--- src/rtl/updn_counter_mod.sv ---
// Up/down modulo counter with variable step, wrap or saturate overflow, and one-cycle event pulses.
// Optional embedded checks are compiled in when UPDN_CNT_ASSERT_EN is defined.
module updn_counter_mod #(
    parameter int WIDTH   = 8,
    parameter int MAX_VAL = 2**WIDTH-1,
    parameter int STEP_W  = WIDTH
) (
    input  logic              clk,
    input  logic              rst,
    input  logic              load_n,
    input  logic [WIDTH-1:0]  data_load,
    input  logic              ce,
    input  logic              up_down,
    input  logic [STEP_W-1:0] step,
    input  logic              sat_mode,
    output logic [WIDTH-1:0]  count_out,
    output logic              max_count,
    output logic              zero,
    output logic              wrap_evt,
    output logic              sat_evt
);

    localparam int             MW    = (STEP_W > WIDTH + 1) ? STEP_W : WIDTH + 1;
    localparam logic [WIDTH:0] MOD   = (WIDTH + 1)'(MAX_VAL + 1);
    localparam logic [WIDTH-1:0] MAX_V = WIDTH'(MAX_VAL);

    if (MAX_VAL < 1 || MAX_VAL > 2**WIDTH - 1) begin : g_bad_max_val
        $error("updn_counter_mod: MAX_VAL out of range 1..2**WIDTH-1");
    end

    typedef struct packed {
        logic [WIDTH-1:0] cnt;
        logic             wrap;
        logic             sat;
    } step_res_t;

    step_res_t        step_res;
    logic [WIDTH-1:0] s_eff;

    function automatic logic [WIDTH-1:0] eff_step(input logic [STEP_W-1:0] st);
        logic [MW-1:0] wide;
        wide = MW'(st) % MW'(MOD);
        return wide[WIDTH-1:0];
    endfunction

    function automatic logic [WIDTH-1:0] clamp_load(input logic [WIDTH-1:0] d);
        return (d > MAX_V) ? MAX_V : d;
    endfunction

    function automatic step_res_t count_up(input logic [WIDTH-1:0] c,
                                           input logic [WIDTH-1:0] s,
                                           input logic             sm);
        step_res_t      r;
        logic [WIDTH:0] sum;
        logic [WIDTH:0] wrapped;
        sum     = {1'b0, c} + {1'b0, s};
        wrapped = sum - MOD;
        r       = '0;
        if (sum <= {1'b0, MAX_V}) begin
            r.cnt = sum[WIDTH-1:0];
        end else if (sm) begin
            r.cnt = MAX_V;
            r.sat = 1'b1;
        end else begin
            r.cnt  = wrapped[WIDTH-1:0];
            r.wrap = 1'b1;
        end
        return r;
    endfunction

    function automatic step_res_t count_down(input logic [WIDTH-1:0] c,
                                             input logic [WIDTH-1:0] s,
                                             input logic             sm);
        step_res_t      r;
        logic [WIDTH:0] wrapped;
        // c + MOD - s stays within WIDTH+1 bits because c <= MAX_VAL and MOD <= 2**WIDTH
        wrapped = {1'b0, c} + MOD - {1'b0, s};
        r       = '0;
        if (s <= c) begin
            r.cnt = c - s;
        end else if (sm) begin
            r.cnt = '0;
            r.sat = 1'b1;
        end else begin
            r.cnt  = wrapped[WIDTH-1:0];
            r.wrap = 1'b1;
        end
        return r;
    endfunction

    always_comb begin
        s_eff    = eff_step(step);
        step_res = up_down ? count_up(count_out, s_eff, sat_mode)
                           : count_down(count_out, s_eff, sat_mode);
    end

    always_ff @(posedge clk) begin
        if (rst) begin
            count_out <= '0;
            wrap_evt  <= 1'b0;
            sat_evt   <= 1'b0;
        end else if (!load_n) begin
            count_out <= clamp_load(data_load);
            wrap_evt  <= 1'b0;
            sat_evt   <= 1'b0;
        end else if (ce) begin
            count_out <= step_res.cnt;
            wrap_evt  <= step_res.wrap;
            sat_evt   <= step_res.sat;
        end else begin
            wrap_evt  <= 1'b0;
            sat_evt   <= 1'b0;
        end
    end

    assign max_count = (count_out == MAX_V);
    assign zero      = (count_out == '0);

`ifdef UPDN_CNT_ASSERT_EN
    // Checks only arm after a reset edge so that $past never looks at unreset state.
    logic seen_rst;

    always_ff @(posedge clk) begin
        if (rst) begin
            seen_rst <= 1'b1;
        end
    end

    function automatic logic [WIDTH+1:0] ref_next(input longint c, input longint st,
                                                  input logic up, input logic sm);
        longint s;
        longint n;
        logic   w;
        logic   t;
        s = st % (longint'(MAX_VAL) + 1);
        w = 1'b0;
        t = 1'b0;
        if (up) begin
            n = c + s;
            if (n > MAX_VAL) begin
                if (sm) begin n = MAX_VAL; t = 1'b1; end
                else    begin n = n - (MAX_VAL + 1); w = 1'b1; end
            end
        end else begin
            n = c - s;
            if (n < 0) begin
                if (sm) begin n = 0; t = 1'b1; end
                else    begin n = n + (MAX_VAL + 1); w = 1'b1; end
            end
        end
        return {WIDTH'(n), w, t};
    endfunction

    a_range: assert property (@(posedge clk) disable iff (rst)
        seen_rst |-> count_out <= MAX_V)
        else $error("a_range failed");

    a_load: assert property (@(posedge clk) disable iff (rst)
        seen_rst && !$past(rst) && !$past(load_n)
        |-> count_out == (($past(data_load) > MAX_V) ? MAX_V : $past(data_load))
            && !wrap_evt && !sat_evt)
        else $error("a_load failed");

    a_hold: assert property (@(posedge clk) disable iff (rst)
        seen_rst && !$past(rst) && $past(load_n) && !$past(ce)
        |-> count_out == $past(count_out) && !wrap_evt && !sat_evt)
        else $error("a_hold failed");

    a_count: assert property (@(posedge clk) disable iff (rst)
        seen_rst && !$past(rst) && $past(load_n) && $past(ce)
        |-> {count_out, wrap_evt, sat_evt} ==
            ref_next(longint'($past(count_out)), longint'($past(step)),
                     $past(up_down), $past(sat_mode)))
        else $error("a_count failed");

    a_evt_excl: assert property (@(posedge clk) disable iff (rst)
        !(wrap_evt && sat_evt))
        else $error("a_evt_excl failed");

    a_flags: assert property (@(posedge clk) disable iff (rst)
        seen_rst |-> (max_count == (count_out == MAX_V)) && (zero == (count_out == '0)))
        else $error("a_flags failed");

    a_reset: assert property (@(posedge clk) disable iff (rst)
        $past(rst) |-> count_out == '0 && !wrap_evt && !sat_evt)
        else $error("a_reset failed");
`endif

endmodule

--- config.mk ---
export PLATFORM = sky130hd
export DESIGN_NAME = updn_counter_mod
export DESIGN_NICKNAME = d
export VERILOG_FILES = /design/src/rtl/updn_counter_mod.sv
export SDC_FILE = /design/constraint.sdc
export NUM_CORES = 1
export LEC_CHECK = 0
export CORE_ASPECT_RATIO = 1.4
export CORE_MARGIN = 2
export CORE_UTILIZATION = 45
export CTS_CLUSTER_SIZE = 24
export DETAILED_ROUTE_END_ITERATION = 6
export GPL_TIMING_DRIVEN = 0
export PLACE_DENSITY = 0.88
export SYNTH_ARGS = -nofsm -noshare
export SYNTH_HDL_FRONTEND = slang
export SYNTH_SLANG_ARGS = --single-unit
--- constraint.sdc ---
create_clock -name clk -period 2.6 [get_ports clk]
set_input_delay 0.78 -clock clk [delete_from_list [all_inputs] [get_ports clk]]
set_output_delay 0.78 -clock clk [all_outputs]
set_load 0.03 [all_outputs]
* Word-level counts from Yosys, hierarchy flattened
Index checks and enable logic that the tools add are counted. W data, S select, Z words.
Operators by class: add/subtract/negate cells 5, order comparisons 3, eq/ne operators 2, multiplexer cells 12, bitwise logic cells 2, reductions and logical operators 2
Operator list (count):
- $mux W8 | 7
- $sub A8 B8 Y8 | 2
- $mux W10 | 1
- $add A8 B8 Y9 | 1
- $le A9 B8 Y1 const B | 1
- $add A8 B1 Y8 const B | 1
- $eq A8 B8 Y1 const B | 1
- $gt A8 B8 Y1 const B | 1
- $le A8 B8 Y1 | 1
- $logic_not A8 Y1 | 1
- $sub A8 B1 Y8 const B | 1
- $mux W2 | 2
- $reduce_or A3 Y1 | 1
- $mux W1 | 2
- $ne A2 B1 Y1 const B | 1
- $not A1 Y1 | 2
Word-level totals: register bits after elaboration 10, input port bits 22, output and inout bits 12, word-level logic and storage cells 29

* Logic depth before layout (Yosys ltp)
Gate-level depths: netlist (run 1).
depth after elaboration 7, gate-level depth with buffers 9, depth with buffers taken out 9

* Least setup slack after synthesis (run 1)
OpenSTA, ideal clock, no wires.
path kind input to register, start input port step[0], end register count_out[6], arrival time 2483 ps, required time 2520 ps, setup slack 37 ps, stages on the path 8, cells stage by stage ha_1 fa_1 nand2b_2 a21oi_4 o31ai_2 a221oi_4 nand3_2 a211oi_2
On the way: cells in the longest elaborated chain, start to end 7, elaborated cells on any way between the ends 13, classes of those cells add/sub: 4; order compare: 2; mux: 7
Ends and longest elaborated chain:
- start: declaration | RTL line 14 | input logic [STEP_W-1:0] step,
- $add A8 B8 Y9 | RTL line 56 | sum = {1'b0, c} + {1'b0, s};
- $sub A8 B1 Y8 | RTL line 57 | wrapped = sum - MOD;
- $mux W8 | RTL line 61 | end else if (sm) begin
- $mux W8 | RTL line 59 | if (sum <= {1'b0, MAX_V}) begin
- $mux W10 * | RTL line 93 | step_res = up_down ? count_up(count_out, s_eff, sat_mode)
- $mux W8 * | RTL line 106 | end else if (ce) begin
- $mux W8 * | RTL line 102 | end else if (!load_n) begin
- end signal: assignment | RTL line 103 | count_out <= clamp_load(data_load);
- end signal: assignment | RTL line 107 | count_out <= step_res.cnt;
- end: declaration | RTL line 16 | output logic [WIDTH-1:0] count_out,
Every way passes the cells marked *; elsewhere a longest branch is shown, timed or not. The select of a mux whose other input is x is not followed. A chain may end at the register's enable or synchronous reset.

* Worst setup path in the final report (run 1)
Same ends and word-level chain as after synthesis.

==> results of run 1 <==
==> registers in the layout, summed over array words and instances (netlist names) <==
signal and cells:
wrap_evt 1, count_out 8, sat_evt 1
==> kinds of logic (layout without fill, tap and decap cells) <==
| kind of cell | Yosys count | after routing | share of synthesized area |
|---|---|---|---|
| and+or+nand+nor | 70 | 70 | 0.277 |
| buffers and inverters | 20 | 75 | 0.0551 |
| xor gates and xnor gates | 5 | 5 | 0.0306 |
| muxes | 2 | 2 | 0.0175 |
| DFF | 10 | 10 | 0.140 |
| AOI/OAI and AO/OA | 56 | 56 | 0.311 |
| adders and majority gates | 18 | 18 | 0.168 |
==> where the power goes <==
| part | switching [W] | total [W] | leakage (nW) | internal [W] |
|---|---|---|---|---|
| registers | 0.0000254 | 0.000191 | 0.0823 | 0.000165 |
| logic | 0.000261 | 0.000514 | 0.803 | 0.000253 |
| clock network | 0.0000558 | 0.000188 | 0.0288 | 0.000133 |
==> critical path: stages <==
cell and delay, ns:
clkbuf_2 0.10, ha_2 0.21, fa_2 0.36, nand2b_4 0.17, a21oi_4 0.18, o31ai_4 0.12
a221oi_4 0.31, buf_6 0.15, nand3_2 0.08, a211oi_2 0.22
==> how the worst max path moves through the flow <==
stage          startpoint      endpoint  slack [ns]  cells after the start
2_1_floorplan     step[0]  count_out[6]        0.04                      8
3_3_place_gp      step[0]  count_out[3]       -0.64                      9
3_5_place_dp      step[0]  count_out[3]       -0.65                      9
4_1_cts           step[5]  count_out[6]       0.006                     10
5_1_grt           step[0]  count_out[5]       -0.02                     10
6_report          step[0]  count_out[6]        0.07                     10
==> synthesized netlist by cell type (3+ instances only) <==
master,count
a21oi_1,12
ha_1,16
a31oi_1,3
xnor2_1,4
a211oi_2,3
nand2b_1,6
nor2_1,17
clkbuf_1,4
or4_1,3
nand2_1,14
inv_1,13
o21a_1,3
buf_2,3
nand4_1,5
o21ai_0,9
dfxtp_1,10
nor2b_1,3
==> per-stage QoR <==
stage	area, µm²	TNS, ns	std cells
floorplan	1430	0	181
global placement	1810	-5.14	253
detailed placement	1810	-5.32	253
CTS	2130	0	272
global route	2200	-0.0268	275
finish	2200	0	275
==> per-layer routing <==
| metal | routed length (µm) | share of wire | track usage |
|---|---|---|---|
| met1 | 1730 | 0.35 | 0.270 |
| met5 | 0 | 0 | 0 |
| met2 | 2530 | 0.51 | 0.463 |
| met4 | 329 | 0.067 | 0.126 |
| met3 | 339 | 0.069 | 0.0443 |
==> placed cells by master, fill, tap and decap left out, drive strengths merged, types with 3 or more instances in the layout <==
cell type       n
dlygate4sd2     5
nand4           5
dfxtp          10
o211ai          3
inv            13
a211oi          4
a221oi          3
nor2b           3
buf            22
clkbuf          9
xnor2           4
or4             4
a31oi           3
o21ai          11
o21a            3
clkdlybuf4s50  24
nand2          15
ha             16
nor3b           3
nor2           17
a21oi          13
nand2b          7
==> final cells by class <==
| cell class | instances | area (µm²) |
|---|---|---|
| Sequential cell | 10 | 200 |
| Buffer | 6 | 31.3 |
| Fill cell | 236 | 858 |
| Timing Repair Buffer | 52 | 479 |
| Inverter | 13 | 48.8 |
| Tap cell | 39 | 48.8 |
| Multi-Input combinational cell | 151 | 1340 |
| Clock buffer | 4 | 55.1 |
==> repair_timing <==
action	4_1_cts	5_1_grt
buffers inserted	15	3
pin swaps	22	15
gates resized for setup	45	15
setup endpoints to repair	11	10
gates cloned	1	0
==> run metrics, run 1 <==
Syn Area/Cell=7.90 µm²; Rel. slew slack=0.685; largest cells by area after synthesis=dfxtp_1 (14%), ha_1 (14%), nor2_1 (4.5%); global-route wire length before repair=7130 µm; Hold Path End=count_out[0]; Clk Tree Root Cell=clkbuf_8; DR WL/cell=17.9 µm; Worst Setup End Kind=flip-flop; Worst-Skew Late Latency=0.23 ns; # setup viols final=0; initial antenna violation count=0; status=finished clean; pre-CTS setup slack=-0.652 ns; routed wire length=4920 µm; GP Congestion=0.905; fin crit share=0.974; Power per Cell Area=405 mW/mm²; Overflow after GRT=0; routed vias=1722; Pwr Total=0.000893 W; Yosys cell types=59; core area=0.00306 mm²; total die area=0.00365 mm²; Final ANT Viol Nets=0; skew final=0.000917 ns; pin count of the biggest net entering global routing=11; CP Max Fanout=3; worst r2r dst=count_out[6]; drt first pass iters=5; Bufs on Longest Clock Path=2; Synthesized Nets=221; Yosys reg bits=10; fmax=0.395 GHz; Cell Area, Synth=0.00143 mm²; r2r setup slk=0.26 ns; synth warn=0; chip width=51.6 µm; Final Hold Viols=0; Final min period=2.53 ns; class of the worst hold path=reg -> reg; Hold Crit Depth=4; starting density of the core=0.467; most area-hungry cell type in the Yosys netlist=dfxtp_1; Post-DP HPWL=3000 µm; Die Y=70.7 µm; Worst EP required=2.75 ns; Syn Inst Count=181; area share of the largest cell type after synthesis=0.140; Final Util=0.720; initial DRC count=137; Post-synth EDFFs=0; layout cells sized above 1=0.309; Hold Buf Count CTS=0; Hold Path Origin=count_out[0]; reg2reg path depth=10; Port Buffer Count=33; ant diodes=0; clock sink count=10; Peak VDD IR=0.000372 V; Slew @ Worst Pin=0.473 ns; vias per cell=6.26; CTS Buf Count=3; htree depth=1; Hold Slack=0.753 ns; asr flop ratio synth=0; Cell Rows=24; sequential area share after synthesis=0.140; CTS clk-pin slew, worst paths=0.04 ns; Post-route DRC=0; # IOs=34; area grow syn2layout=54.2%; Critical R2R Launch=count_out[0]; Leak=0.914 nW; Setup CP Type=in -> reg; Final #Nets=277; vias in the first global route=1636; CP Launch Type=input pin; Critical Path AT=2.68 ns; CTS tree=built; Max-Cap Viols=0; Synth Flop Type=dfxtp_1; global-route usage over all layers=0.254; final slew viol count=0; worst setup margin=0.0675 ns
No activity file was read; power rests on OpenSTA's default activity.
==> inputs of run 2 (changes only) <==
TNS_END_PERCENT = 30   (was unset)
==> run metrics, run 2 (synthesized netlist as in run 1, its figures left out) <==
status=finished clean; drt first pass iters=4 (-1); Critical Path AT=2.67 ns (about the same); multi-input combinational cell area=0.00134 mm² (unchanged); biggest regs=count_out x8, sat_evt x1, wrap_evt x1; initial DRC count=102 (-26%); routed vias=1671 (-3.0%); pin count of the biggest net entering global routing=11 (unchanged); # IOs=34 (unchanged); Rel. slew slack=0.679 (-0.00507); Die Y=70.7 µm (unchanged); Power per Cell Area=405 mW/mm² (about the same); Port Buffer Count=33 (unchanged); total die area=0.00365 mm² (unchanged); fin crit share=0.969 (-0.00474); Storage cell area=200 µm² (unchanged); Peak VDD IR=0.000376 V (+1.0%); most common cell after layout, fill and taps aside=clkdlybuf4s50_1; starting density of the core=0.467 (unchanged); final slew viol count=0 (unchanged); core area=0.00306 mm² (unchanged); Bufs on Longest Clock Path=2 (unchanged); ant diodes=0 (unchanged); Worst EP required=2.75 ns (about the same); layout cells sized above 1=0.302 (-0.00719); CP Launch Type=input pin; DR WL/cell=17.4 µm (-2.5%); Filler Cell Count=234 (-0.85%); fmax=0.397 GHz (+0.49%); skew final=0.00186 ns (+0.000940 ns); global-route wire length before repair=7120 µm (-0.20%); Final Hold Viols=0 (unchanged); htree depth=1 (unchanged); most frequent cells in the layout=clkdlybuf4s50_1 (24), nor2_1 (16), nand2_1 (14), buf_4 (14), a21oi_1 (11); max FFs per register=8 (unchanged); CTS clk-pin slew, worst paths=0.04 ns (about the same); # setup viols final=0 (unchanged); Max-Cap Viols=0 (unchanged); area grow syn2layout=53.6%; Post-route DRC=0 (unchanged); Worst-Skew Late Latency=0.23 ns (about the same); global-route usage over all layers=0.253 (-0.000425); Final Util=0.717 (-0.00245); Slew @ Worst Pin=0.481 ns (+0.00760 ns); CP Max Fanout=4 (+1); largest reg by FF count=count_out; CTS tree=built; Final #Nets=276 (-0.36%); initial antenna violation count=0 (unchanged); routed wire length=4780 µm (-2.9%); Leak=0.910 nW (-0.47%); Overflow after GRT=0 (unchanged); GP Congestion=0.905 (unchanged); Final min period=2.52 ns (-0.0123 ns); Cell Rows=24 (unchanged); Worst Setup End Kind=flip-flop; RSZ-0062 raised after global routing=false; Setup CP Type=in -> reg; clock sink count=10 (unchanged); Hold Buf Count CTS=0 (unchanged); Final ANT Viol Nets=0 (unchanged); Post-DP HPWL=3000 µm (unchanged); class of the worst hold path=reg -> reg; Pwr Total=0.000889 W (-0.40%); vias in the first global route=1633 (-0.18%); chip width=51.6 µm (unchanged); vias per cell=6.10 (-2.6%); CTS Buf Count=3 (unchanged); Clk Tree Root Cell=clkbuf_8
run 2: metrics by stage:
step | cell area, µm² | hold WS, ns | setup TNS (ns) | setup WS (ns) | cells
finish | 2200 | 0.761 | 0 | 0.0799 | 274
global route | 2200 | 0.808 | 0 | 0.00643 | 274
CTS | 2130 | 0.752 | -0.00798 | -0.00515 | 271
detailed placement | 1810 | 0.734 | -5.32 | -0.652 | 253
global placement | 1810 | 0.709 | -5.14 | -0.637 | 253
floorplan | 1430 | 0.777 | 0 | 0.0373 | 181
run 2: worst paths after layout:
kind             endpoint  cells past startpoint         start  slack [ns]
max          count_out[7]                      9       step[1]        0.08
min          count_out[0]                      4  count_out[0]        0.76
max reg2reg  count_out[6]                     10  count_out[0]        0.30
min reg2reg  count_out[0]                      4  count_out[0]        0.76
run 2: cell type report:
cell class	instances	share of cell area
inverter	13	0.0222
multi-input combinational	151	0.610
timing repair buffer	51	0.215
clock buffer	4	0.0251
sequential	10	0.0911
tap	39	0.0222
buffer	6	0.0142
run 2: per-layer routing:
metal  global-route usage  vias up  routed length (µm)
met1                0.269      804                1730
met5                    0        -                   0
met4                0.126        0                 191
met2                0.463       83                2620
met3               0.0443       16                 237
li1                     -      768                   -
run 2: power breakdown:
group	total [W]	internal [W]	switching (W)	leakage [nW]
Sequential	0.000191	0.000165	0.0000253	0.0823
Combinational	0.000509	0.000251	0.000257	0.799
Clock	0.000190	0.000133	0.0000571	0.0288
Total	0.000889	0.000550	0.000340	0.910
run 2: what timing repair did:
action,CTS,global route
endpoints found under the setup margin,11,10
gates resized for setup,44,15
pin swaps,21,16
buffers inserted,14,3
gates cloned,1,0
run 2: critical path, stage by stage:
cell and delay (ns):
buf_2 0.15, inv_1 0.07, ha_1 0.36, nand2b_4 0.18
a211oi_4 0.32, a221oi_2 0.11, o21bai_1 0.19, mux2_4 0.33
a41oi_2 0.19
==> inputs of run 3 (changes only) <==
SLEW_MARGIN = 20   (was unset)
==> results of run 3 <==
No change in the layout: final DEF, timing and power equal those of run 2.
